<file path="src/rtl/hdr_fifo_reader.sv">
// Read-side controller for the channel header FIFO: pops one header, waits out the
// FIFO read latency, captures it and streams it MSW-first as WORD_WIDTH-bit words.
module hdr_fifo_reader #(
    parameter int HDR_WIDTH  = 108,
    parameter int WORD_WIDTH = 16,
    parameter int RD_LATENCY = 2
) (
    input  logic                  clk,
    input  logic                  rst,
    input  logic                  fifo_empty,
    output logic                  fifo_rd_en,
    input  logic [HDR_WIDTH-1:0]  fifo_dout,
    output logic [WORD_WIDTH-1:0] m_data,
    output logic                  m_valid,
    input  logic                  m_ready,
    output logic                  m_last,
    output logic                  busy,
    output logic [15:0]           hdr_count
);

    localparam int N_WORDS = (HDR_WIDTH + WORD_WIDTH - 1) / WORD_WIDTH;
    localparam int PAD_W   = N_WORDS * WORD_WIDTH;
    localparam int IDX_W   = (N_WORDS > 1) ? $clog2(N_WORDS) : 1;
    localparam int CNT_W   = 3;

    typedef enum logic [1:0] {
        S_IDLE = 2'd0,
        S_POP  = 2'd1,
        S_WAIT = 2'd2,
        S_SEND = 2'd3
    } state_t;

    state_t                state_q, state_d;
    logic [CNT_W-1:0]      cnt_q, cnt_d;
    logic [IDX_W-1:0]      idx_q, idx_d;
    logic [PAD_W-1:0]      hdr_q, hdr_d;
    logic                  rd_en_q, rd_en_d;
    logic                  m_valid_q, m_valid_d;
    logic [WORD_WIDTH-1:0] m_data_q, m_data_d;
    logic                  m_last_q, m_last_d;
    logic [15:0]           hdr_count_q, hdr_count_d;

    logic [PAD_W-1:0]      dout_pad_s;
    logic [IDX_W-1:0]      idx_nxt_s;
    logic                  idx_is_last_s;
    logic                  cnt_zero_s;

    // Word k of the left-zero-padded header, most significant word first.
    function automatic logic [WORD_WIDTH-1:0] word_sel(input logic [PAD_W-1:0] p,
                                                        input logic [IDX_W-1:0] k);
        logic [PAD_W-1:0] sh;
        sh = p << (32'(k) * WORD_WIDTH);
        return sh[PAD_W-1 -: WORD_WIDTH];
    endfunction

    assign dout_pad_s    = PAD_W'(fifo_dout);
    assign idx_nxt_s     = idx_q + IDX_W'(1);
    assign idx_is_last_s = (idx_q == IDX_W'(N_WORDS - 1));
    assign cnt_zero_s    = (cnt_q == CNT_W'(0));

    // State register.
    always_ff @(posedge clk or posedge rst) begin
        if (rst) begin
            state_q <= S_IDLE;
        end else begin
            state_q <= state_d;
        end
    end

    // Next-state logic.
    always_comb begin
        state_d = state_q;
        case (state_q)
            S_IDLE: begin
                if (!fifo_empty) begin
                    state_d = S_POP;
                end else begin
                    state_d = S_IDLE;
                end
            end
            S_POP: state_d = S_WAIT;
            S_WAIT: begin
                if (cnt_zero_s) begin
                    state_d = S_SEND;
                end else begin
                    state_d = S_WAIT;
                end
            end
            S_SEND: begin
                if (m_ready && idx_is_last_s) begin
                    state_d = S_IDLE;
                end else begin
                    state_d = S_SEND;
                end
            end
            default: state_d = S_IDLE;
        endcase
    end

    // Output and datapath next values; outputs are loaded one edge ahead so they leave registers.
    always_comb begin
        cnt_d       = cnt_q;
        idx_d       = idx_q;
        hdr_d       = hdr_q;
        rd_en_d     = 1'b0;
        m_valid_d   = m_valid_q;
        m_data_d    = m_data_q;
        m_last_d    = m_last_q;
        hdr_count_d = hdr_count_q;
        case (state_q)
            S_IDLE: begin
                rd_en_d   = !fifo_empty;
                m_valid_d = 1'b0;
                m_last_d  = 1'b0;
            end
            S_POP: begin
                cnt_d = CNT_W'(RD_LATENCY - 1);
            end
            S_WAIT: begin
                if (cnt_zero_s) begin
                    hdr_d     = dout_pad_s;
                    idx_d     = IDX_W'(0);
                    m_valid_d = 1'b1;
                    m_data_d  = word_sel(dout_pad_s, IDX_W'(0));
                    m_last_d  = (N_WORDS == 1) ? 1'b1 : 1'b0;
                end else begin
                    cnt_d = cnt_q - CNT_W'(1);
                end
            end
            S_SEND: begin
                if (m_ready) begin
                    if (idx_is_last_s) begin
                        hdr_count_d = hdr_count_q + 16'd1;
                        m_valid_d   = 1'b0;
                        m_last_d    = 1'b0;
                        m_data_d    = '0;
                    end else begin
                        idx_d    = idx_nxt_s;
                        m_data_d = word_sel(hdr_q, idx_nxt_s);
                        m_last_d = (idx_nxt_s == IDX_W'(N_WORDS - 1)) ? 1'b1 : 1'b0;
                    end
                end else begin
                    m_valid_d = 1'b1;
                end
            end
            default: begin
                m_valid_d = 1'b0;
                m_last_d  = 1'b0;
            end
        endcase
    end

    // Datapath and output registers.
    always_ff @(posedge clk or posedge rst) begin
        if (rst) begin
            cnt_q       <= '0;
            idx_q       <= '0;
            hdr_q       <= '0;
            rd_en_q     <= 1'b0;
            m_valid_q   <= 1'b0;
            m_data_q    <= '0;
            m_last_q    <= 1'b0;
            hdr_count_q <= 16'd0;
        end else begin
            cnt_q       <= cnt_d;
            idx_q       <= idx_d;
            hdr_q       <= hdr_d;
            rd_en_q     <= rd_en_d;
            m_valid_q   <= m_valid_d;
            m_data_q    <= m_data_d;
            m_last_q    <= m_last_d;
            hdr_count_q <= hdr_count_d;
        end
    end

    assign fifo_rd_en = rd_en_q;
    assign m_valid    = m_valid_q;
    assign m_data     = m_data_q;
    assign m_last     = m_last_q;
    assign busy       = (state_q != S_IDLE);
    assign hdr_count  = hdr_count_q;

endmodule

</file>
<file path="config.mk">
export PLATFORM = sky130hd
export DESIGN_NAME = hdr_fifo_reader
export DESIGN_NICKNAME = d
export VERILOG_FILES = /design/src/rtl/hdr_fifo_reader.sv
export SDC_FILE = /design/constraint.sdc
export NUM_CORES = 1
export LEC_CHECK = 0
export ABC_AREA = 1
export CAP_MARGIN = 20
export CORE_MARGIN = 5
export CORE_UTILIZATION = 48
export CTS_BUF_LIST = sky130_fd_sc_hd__clkbuf_2 sky130_fd_sc_hd__clkbuf_4 sky130_fd_sc_hd__clkbuf_8
export CTS_CLUSTER_SIZE = 12
export DETAILED_ROUTE_END_ITERATION = 16
export HOLD_SLACK_MARGIN = 0.03
export PLACE_DENSITY_LB_ADDON = 0.08
export SLEW_MARGIN = 15
export SYNTH_ARGS = -nofsm -noshare
export SYNTH_HDL_FRONTEND = slang
export SYNTH_SLANG_ARGS = --single-unit
export TNS_END_PERCENT = 5
</file>
<file path="constraint.sdc">
create_clock -name clk -period 5.2 [get_ports clk]
set_clock_uncertainty 0.05 [all_clocks]
set_input_delay 1.04 -clock clk [delete_from_list [all_inputs] [get_ports clk]]
set_output_delay 1.04 -clock clk [all_outputs]
set_load 0.02 [all_outputs]
</file>
==> impl_metrics.ini <==
[run_status]
status = finished clean

[synthesis]
synth.area.top_cells = dfrtp_1 (51%), nand2_1 (8.3%), nor2_1 (7.2%)
syn_nets = 1005
synth-xor-area-share_pct = 1.31
synth_top_area_share_pct = 51.5
post_synth_num_cell_types = 32
yosys.area_share.simple_pct = 22.2
synth-seq-area-share_pct = 51.5
synth_most_common_cell = nand2_1
avgSynthCellArea_um2 = 8.27
synthFlopType = dfrtp_1
synth_top_area_cell = dfrtp_1
synth.area.mux_share_pct = 4.96
ys_ff_latch = 151
synth_cells = 887
synth_compound_area_share_pct = 9.79
synth_fa_ha_area_share_pct = 1.02
synthesis.area_um2 = 7340
synth_common_cells = nand2_1 (163), dfrtp_1 (151), nor2_1 (141)
synth_top_family_by_area = simple AND/OR/NAND/NOR gates
synth-edff-count = 0
ys_warn_count = 0
ys_async_sr_fraction_pct = 100

[place]
place.gp.congestion = 0.896
numPortBuffers = 147
dp_hpwl_um = 13600
pre_cts_ws_ps = 2110
postPlaceCellArea_um2 = 8870

[global_routing]
grt_pass1_wl_um = 30900
grt_max_degree = 122
grt_usage_pct = 21.7
grt_pass1_vias = 5875
grt_antenna_before_repair = 0
grt-ovfl-total = 0

[worst_setup_path]
cpLargestDelayFamily = buffers and inverters
endpoint_kind = flop
slowest_delay_ps = 700
crit_path_start_kind = flop
path_buf_inv = 2
critPathKind = flop to flop
critical_path.cell_chain = inv_2 -> ha_1 -> clkinv_1 -> a21oi_1 -> o21ai_0 -> nand2_1 -> nand3_1 -> nand2_1
cpMostUsedCell = nand2_1
cpMaxStageDelayCell = clkinv_1
crit_arrival_ps = 3460
worstPathRequired_ps = 5540
crit_fanout = 46

[clock_tree]
cts_buffers = 17
cts_tree = yes
clkSlewWorstSetupHoldPaths_ps = 80
root_buffer = clkbuf_8
cts_max_level = 4
clk_path_buf_depth = 2
cts_resized = 0
cts_hold_buf = 0
clock-sinks = 151
cts_setup_buffers = 0
clk_latency_ps = 440

[floorplan]
fp.dieW_um = 134
die_h_um = 134
dieArea_um2 = 17900
row_count = 45
initial_core_util_pct = 48.6
ios = 148
core_area_um2 = 15100

[cells_and_area]
area_delta_synth_final_pct = 27.2
utilization_pct = 61.9
drive_above_1_share_pct = 8.11
nNetsFinal = 1129
n_antenna_cell = 0
postLayoutCellArea_um2 = 9340
fillCellCount = 1363

[sta]
worst_pin_slew_ps = 871
hold_viol_final = 0
finalWorstSetupSlack_ps = 2080
fmax_mhz = 321
setup_viol = 0
setup_tns_ps = 0
finalMaxSlewViolations = 0
rsz0062_at_grt = no
period_needed_ps = 3120
max_slew_margin_pct = 42.0
period_share_pct = 60.0

[power_and_ir_drop]
power.density_nw_per_um2 = 592
p_leak_nw = 4.57
peakVddDrop_uv = 250
fin_total_pwr_w = 0.00553

[flow_run]
drv_cap = 0

[drt]
routed_via_density = 5.08
wl_per_cell_um = 15.7
first_pass_iters = 5
drc = 0
drt_iter0_drc = 561
vias = 6148
postRouteAntennaNets = 0
detail_route.wirelength_um = 19100

[min_path]
hold_class = flop to flop
==> routing by layer <==
metal | GRT usage, % | share of wire [%] | up-vias
met5 | 0 | 0 | -
met4 | 7.26 | 2.4 | 0
met3 | 4.49 | 5.3 | 38
met2 | 35.4 | 49 | 202
met1 | 29.2 | 44 | 2870
li1 | - | - | 3038
==> cell usage in the layout, fill, tap and decap left out <==
cell type	Yosys	layout
inv_6	0	1
inv_1	111	110
dfrtp_2	0	1
xnor2_1	2	2
clkinv_1	2	2
buf_4	0	3
o31ai_1	1	1
nor2_4	1	1
o211ai_1	4	4
nand3_1	81	81
nand2_1	163	162
clkbuf_4	0	1
buf_12	0	1
clkinv_2	0	4
ha_1	6	6
bufinv_16	0	5
clkdlybuf4s50_1	0	147
mux2_4	16	16
nor3_2	1	1
a21oi_2	9	9
a31oi_1	1	1
dfrtp_1	151	150
o21ai_0	13	13
clkbuf_8	0	21
o21a_1	1	1
mux2_1	2	2
nand3b_1	1	1
mux2_2	9	9
a21oi_1	102	102
nor2_1	141	141
inv_2	3	3
o22ai_1	2	2
nand4_1	1	1
nand2_8	0	1
nor2_2	3	3
xor2_1	9	9
nor3_1	2	2
nand2_2	3	3
==> layout make-up <==
cell class	count	area (um2)	share of cell area, %
Clock buffer	22	297	3.18
Clock inverter	9	170	1.82
Inverter	116	440	4.72
Multi-Input combinational cell	574	2900	31.1
Sequential cell	151	3780	40.5
Tap cell	188	235	2.52
Timing Repair Buffer	151	1510	16.2
==> flip-flops by register name, summed over array words and instances (netlist names) <==
| name | cells |
|---|---|
| cnt_q | 3 |
| m_last | 1 |
| state_q | 2 |
| idx_q | 3 |
| hdr_q | 108 |
| fifo_rd_en | 1 |
| hdr_count | 16 |
| m_valid | 1 |
| m_data | 16 |
==> logic make-up after synthesis <==
family	Yosys count
adder cells (fa/ha/maj)	6
buffers and inverters	162
flip-flops	151
AND/OR/NAND/NOR	397
multiplexers	27
AO/OA/AOI/OAI	133
XOR/XNOR	11
==> report_power, final <==
part           internal (W)  switching, W  leakage, nW
combinational      0.000978       0.00154         2.59
clock              0.000623      0.000425        0.242
sequential          0.00171      0.000245         1.74
total               0.00331       0.00221         4.57
==> stage by stage <==
| step | hold slack [ps] | std cells |
|---|---|---|
| 2_1_floorplan | 407 | 887 |
| 3_3_place_gp | 436 | 1180 |
| 3_5_place_dp | 437 | 1180 |
| 4_1_cts | 452 | 1211 |
| 5_1_grt | 479 | 1211 |
| 6_report | 449 | 1211 |
==> final timing paths <==
kind                       cells after the start                     end                  from  slack [ps]
max                                            8  m_data[15]$_DFFE_PP0P_  idx_q[0]$_DFFE_PP0P_        2080
min                                            1     m_valid$_DFFE_PP0P_   m_valid$_DFFE_PP0P_         450
max reg2reg                                    8  m_data[15]$_DFFE_PP0P_  idx_q[0]$_DFFE_PP0P_        2080
min reg2reg                                    1     m_valid$_DFFE_PP0P_   m_valid$_DFFE_PP0P_         450
max in group asynchronous                      3   m_data[4]$_DFFE_PP0P_                   rst        3210
min in group asynchronous                      2     m_valid$_DFFE_PP0P_                   rst        1100
Power figures use the tool's default switching activity.
